==> src/rtl/uart_tx_arbiter.sv <==
// Round-robin arbiter sharing one UART transmitter among NUM_REQ byte producers.
// A granted requester keeps the transmitter until it sends a byte flagged last.
module uart_tx_arbiter #(
    parameter int NUM_REQ       = 4,
    parameter int START_TIMEOUT = 200000,
    parameter int TO_W          = 18
) (
    input  logic                   clk,
    input  logic                   rst_n,
    input  logic [NUM_REQ-1:0]     req_valid,
    input  logic [NUM_REQ-1:0]     req_last,
    input  logic [8*NUM_REQ-1:0]   req_data,
    output logic [NUM_REQ-1:0]     req_ready,
    output logic [NUM_REQ-1:0]     grant,
    output logic                   tx_en,
    output logic                   tx_start,
    output logic [7:0]             tx_data,
    input  logic                   tx_busy,
    output logic                   timeout_err,
    output logic                   arb_busy
);

    localparam int PTR_W = $clog2(NUM_REQ);

    typedef enum logic [2:0] {IDLE, ARB, LOAD, START, WAIT_DONE} state_t;

    state_t             state, state_nxt;
    logic [PTR_W-1:0]   rr_ptr, rr_ptr_nxt;
    logic [PTR_W-1:0]   owner, owner_nxt;
    logic [PTR_W-1:0]   pick;
    logic               pick_vld;
    logic               lock, lock_nxt;
    logic               last_q;
    logic [NUM_REQ-1:0] grant_nxt;
    logic [TO_W-1:0]    to_cnt;
    logic               busy_p0, busy_p1, busy_s;
    logic [7:0]         req_bytes [NUM_REQ];
    int                 scan_idx;

    function automatic logic [PTR_W-1:0] ptr_inc(input logic [PTR_W-1:0] p);
        return (int'(p) == NUM_REQ - 1) ? '0 : PTR_W'(int'(p) + 1);
    endfunction

    always_comb begin
        for (int i = 0; i < NUM_REQ; i++) begin
            req_bytes[i] = req_data[8*i +: 8];
        end
    end

    // First valid requester at or after rr_ptr, wrapping at NUM_REQ
    always_comb begin
        pick     = '0;
        pick_vld = 1'b0;
        scan_idx = 0;
        for (int i = 0; i < NUM_REQ; i++) begin
            scan_idx = int'(rr_ptr) + i;
            if (scan_idx >= NUM_REQ) begin
                scan_idx = scan_idx - NUM_REQ;
            end
            if (!pick_vld && req_valid[PTR_W'(scan_idx)]) begin
                pick     = PTR_W'(scan_idx);
                pick_vld = 1'b1;
            end
        end
    end

    assign busy_s   = busy_p1;
    assign tx_en    = rst_n;
    assign arb_busy = (state != IDLE);

    always_ff @(posedge clk) begin
        if (!rst_n) begin
            state   <= IDLE;
            rr_ptr  <= '0;
            owner   <= '0;
            lock    <= 1'b0;
            grant   <= '0;
            tx_data <= 8'h00;
            last_q  <= 1'b0;
            to_cnt  <= '0;
            busy_p0 <= 1'b0;
            busy_p1 <= 1'b0;
        end else begin
            // tx_busy comes from the baud-clock domain
            busy_p0 <= tx_busy;
            busy_p1 <= busy_p0;
            state   <= state_nxt;
            rr_ptr  <= rr_ptr_nxt;
            owner   <= owner_nxt;
            lock    <= lock_nxt;
            grant   <= grant_nxt;
            if (state == LOAD) begin
                tx_data <= req_bytes[owner];
                last_q  <= req_last[owner];
                to_cnt  <= '0;
            end else if (state == START) begin
                to_cnt  <= to_cnt + TO_W'(1);
            end
        end
    end

    always_comb begin
        state_nxt   = state;
        rr_ptr_nxt  = rr_ptr;
        owner_nxt   = owner;
        lock_nxt    = lock;
        grant_nxt   = grant;
        req_ready   = '0;
        tx_start    = 1'b0;
        timeout_err = 1'b0;
        case (state)
            IDLE: begin
                if (lock) begin
                    if (req_valid[owner]) state_nxt = LOAD;
                end else if (|req_valid) begin
                    state_nxt = ARB;
                end
            end
            ARB: begin
                if (pick_vld) begin
                    owner_nxt = pick;
                    grant_nxt = NUM_REQ'(1) << pick;
                    state_nxt = LOAD;
                end else begin
                    state_nxt = IDLE;
                end
            end
            LOAD: begin
                req_ready = grant;
                state_nxt = START;
            end
            START: begin
                tx_start = 1'b1;
                if (busy_s) begin
                    state_nxt = WAIT_DONE;
                end else if (to_cnt == TO_W'(START_TIMEOUT - 1)) begin
                    // Unacknowledged start: drop the byte and release the owner
                    timeout_err = 1'b1;
                    lock_nxt    = 1'b0;
                    grant_nxt   = '0;
                    rr_ptr_nxt  = ptr_inc(owner);
                    state_nxt   = IDLE;
                end
            end
            WAIT_DONE: begin
                if (!busy_s) begin
                    if (last_q) begin
                        lock_nxt   = 1'b0;
                        grant_nxt  = '0;
                        rr_ptr_nxt = ptr_inc(owner);
                    end else begin
                        lock_nxt   = 1'b1;
                    end
                    state_nxt = IDLE;
                end
            end
            default: state_nxt = IDLE;
        endcase
    end

endmodule
==> config.mk <==
export PLATFORM = sky130hd
export DESIGN_NAME = uart_tx_arbiter
export DESIGN_NICKNAME = d
export VERILOG_FILES = /design/src/rtl/uart_tx_arbiter.sv
export SDC_FILE = /design/constraint.sdc
export NUM_CORES = 1
export LEC_CHECK = 0
export BUFFER_PORTS_ARGS = -buffer_cell sky130_fd_sc_hd__buf_2
export CAP_MARGIN = 20
export CORE_ASPECT_RATIO = 1.1
export CORE_MARGIN = 1.5
export CORE_UTILIZATION = 55
export CTS_CLUSTER_DIAMETER = 120
export DETAILED_ROUTE_END_ITERATION = 16
export PLACE_DENSITY_LB_ADDON = 0.12
export SYNTH_ARGS = -nofsm -noshare
export SYNTH_HDL_FRONTEND = slang
export SYNTH_SLANG_ARGS = --single-unit
==> constraint.sdc <==
create_clock -name clk -period 5.45 [get_ports clk]
set_input_delay 0.8175 -clock clk [delete_from_list [all_inputs] [get_ports clk]]
set_output_delay 0.8175 -clock clk [all_outputs]
set_load 0.01 [all_outputs]
==> impl_metrics.csv <==
group,metric,value,unit
run_status,outcome,"complete, no violations",
worst_hold_path,holdPathStages,1,
yosys,synth.net_count,280,
yosys,ys_types,38,
cts,clk_path_buf_depth,2,
yosys,seq_area_frac_synth,0.389,
sta,fin_hold_ws,0.448,ns
sta,fmax,372,MHz
global_route,grt_max_degree,26,
yosys,synth_area_per_cell,8.99,um^2
routing,drt_pass1_iterations,4,
cts,post_cts_buffers,0,
yosys,synthTopCellsByArea,"dfxtp_1 (39%), mux4_2 (11%), nand2_1 (6.8%)",
yosys,synth_cells,235,
placement,io_buffers,62,
critical_path,cp_data_required_time,4.63,ns
critical_path,arrival,1.87,ns
pwr,internal-power,0.000472,W
cts,ctsResizeCount,0,
cts,cts.reportedPaths.clkPinSlew,0.08,ns
placement,routabilityCongestion,0.792,
floorplanning,dieArea,0.00422,mm^2
yosys,ys_seq_elements,41,
global_route,overflow,0,
yosys,async_reset_ff_frac,0,
yosys,synthXorXnorAreaFrac,0.0705,
cts,cts_sinks,41,
yosys,synth_area,0.00211,mm^2
critical_path,setup.worst_path.class,"reg2out",
pwr,p_sw,0.000162,W
pwr,p_leak,1.09,nW
global_route,antenna_found_initial,0,
sta,max_slew.worst_pin.slew,1.00,ns
floorplanning,fp.dieW,62.1,um
critical_path,end_kind,"primary output",
sta,finalSetupViolations,0,
pwr,switching_share,0.256,
sta,setup_tns,0,ns
cts,cts_buffers,5,
yosys,ys.flop_type,"dfxtp_1",
yosys,yosys.area.top_type,"dfxtp_1",
routing,vias,1835,
sta,hold_violations,0,
critical_path,crit_chain,"nand3b_4 > or3_4 > nor3_1 > buf_2",
yosys,yosys_warnings,0,
finish,nets,340,
finish,diodes,0,
routing,drcViolationCount,0,
routing,viasPerCell,5.30,
cts,cts_tree,"yes",
pwr,power_density,249,mW/mm^2
cts,clk_latency,0.29,ns
yosys,synth_compound_area_frac,0.114,
cts,htree_levels,2,
global_route,track_usage,0.226,
floorplanning,fp-row-count,23,
global_route,grt_pass1_wl,7070,um
pwr,seqPwrFrac,0.512,
yosys,synth-simple-area-share,0.262,
placement,hpwl,3200,um
sta,min_period,2.68,ns
routing,wl_per_cell,12.4,um
critical_path,critPathMaxFanout,11,
sta,period_share,0.493,
sta,finClkSkew,0.00542,ns
routing,drt_iter0_markers,92,
global_route,grt_pass1_vias,1738,
pwr,pwr-share-comb,0.143,
critical_path,critPathLaunchType,"flip-flop",
yosys,synthMuxAreaShare,0.111,
yosys,netlist.area_leader.share,0.389,
yosys,synth_top_family_by_area,"simple AND/OR/NAND/NOR gates",
cts,clock-root-buffer,"clkbuf_8",
floorplanning,initial_core_util,0.578,
sta,rsz0062_at_grt,"no",
critical_path,crit_slowest_cell,"dfxtp_1",
finish,drive_above_1_share,0.291,
critical_path,reg2reg_depth,5,
yosys,synth_adder_area_share,0.0118,
pwr,p_total,0.000633,W
critical_path,critPathMaxStageDelay,0.51,ns
floorplanning,die_height,68.0,um
sta,drv_slew,0,
yosys,synth_edf_count,0,
finish,area_growth,20.4,%
routing,antenna_left,0,
cts,ctsHoldBuffers,0,
routing,routed_wl,4280,um
worst_hold_path,min_path_type,"reg2reg",
pwr,ir_drop,163,uV
floorplanning,pin_count,63,
floorplanning,core,0.00365,mm^2
sta,slew_headroom,0.327,
yosys,synth_common_cells,"dfxtp_1 (41), nand2_1 (38), nor2_1 (25)",
flow_run,maxCapViolCount,0,
pwr,power_frac_clock,0.345,
yosys,synth.most_common_cell,"dfxtp_1",
## metrics by stage
step	cells	cell area, um^2	utilization	setup slack (ns)
2_1_floorplan	235	2110	-	3.35
3_3_place_gp	338	2440	0.667	3.08
3_5_place_dp	338	2440	0.667	3.06
4_1_cts	346	2540	0.696	2.73
5_1_grt	346	2540	0.696	2.65
6_report	346	2540	0.696	2.77
## routing by layer
| layer | part of all wire | track usage | vias up |
|---|---|---|---|
| li1 | - | - | 942 |
| met2 | 0.51 | 0.419 | 39 |
| met4 | 0.016 | 0.0745 | 0 |
| met5 | 0 | 0 | - |
| met1 | 0.44 | 0.237 | 846 |
| met3 | 0.043 | 0.0643 | 8 |
## area by class of cell
type | instances | area [um^2]
sequential | 41 | 821
fill | 313 | 1110
clock inverter | 1 | 8.76
multi-input combinational | 174 | 1200
timing repair buffer | 62 | 310
clock buffer | 7 | 96.3
tap | 50 | 62.6
inverter | 11 | 41.3
## cells by family after synthesis
family / Yosys count
AO/OA/AOI/OAI: 33
XOR/XNOR: 17
adder cells (fa/ha/maj): 2
buffers and inverters: 20
flip-flops: 41
multiplexers: 11
AND/OR/NAND/NOR: 111
## state kept, by name, summed over array words and instances (netlist names), 2 cells and up
signal	count
grant	4
state	3
tx_data	8
owner	2
to_cnt	18
rr_ptr	2
## power by group through the flow
stage | Combinational, W | Clock [W] | Sequential [W]
after floorplan | 0.0000630 | 0 | 0.000326
after global placement | 0.0000896 | 0 | 0.000331
after detailed placement | 0.0000911 | 0 | 0.000331
after CTS | 0.0000916 | 0.000226 | 0.000324
after global routing | 0.000102 | 0.000238 | 0.000327
final | 0.0000905 | 0.000219 | 0.000324
## placed cells by master (no fill, tap or decap), types with 7 or more instances in the layout
cell and n:
nor2_1 25, nand2_1 38, xor2_1 8, nand3_1 11, a21boi_0 12, nor3_1 8, dfxtp_1 41, inv_1 11
mux4_2 10, xnor2_1 9, buf_2 62, clkbuf_8 7, a21oi_1 7, and3_1 7
## critical path: cells and delay by family (launching register included)
kind / cells / cell delay, ns
and+or+nand+nor: 3 / 0.88
buffers and inverters: 1 / 0.19
DFF: 1 / 0.51
## path summary, 6_finish.rpt
kind	from	to	slack, ns
worst max register to register	state[1]	to_cnt[11]	3.29
worst max-delay path	state[1]	timeout_err	2.77
worst min-delay path	busy_p0	busy_p1	0.45
worst min register to register	busy_p0	busy_p1	0.45
(Power assumes the default switching activity.)
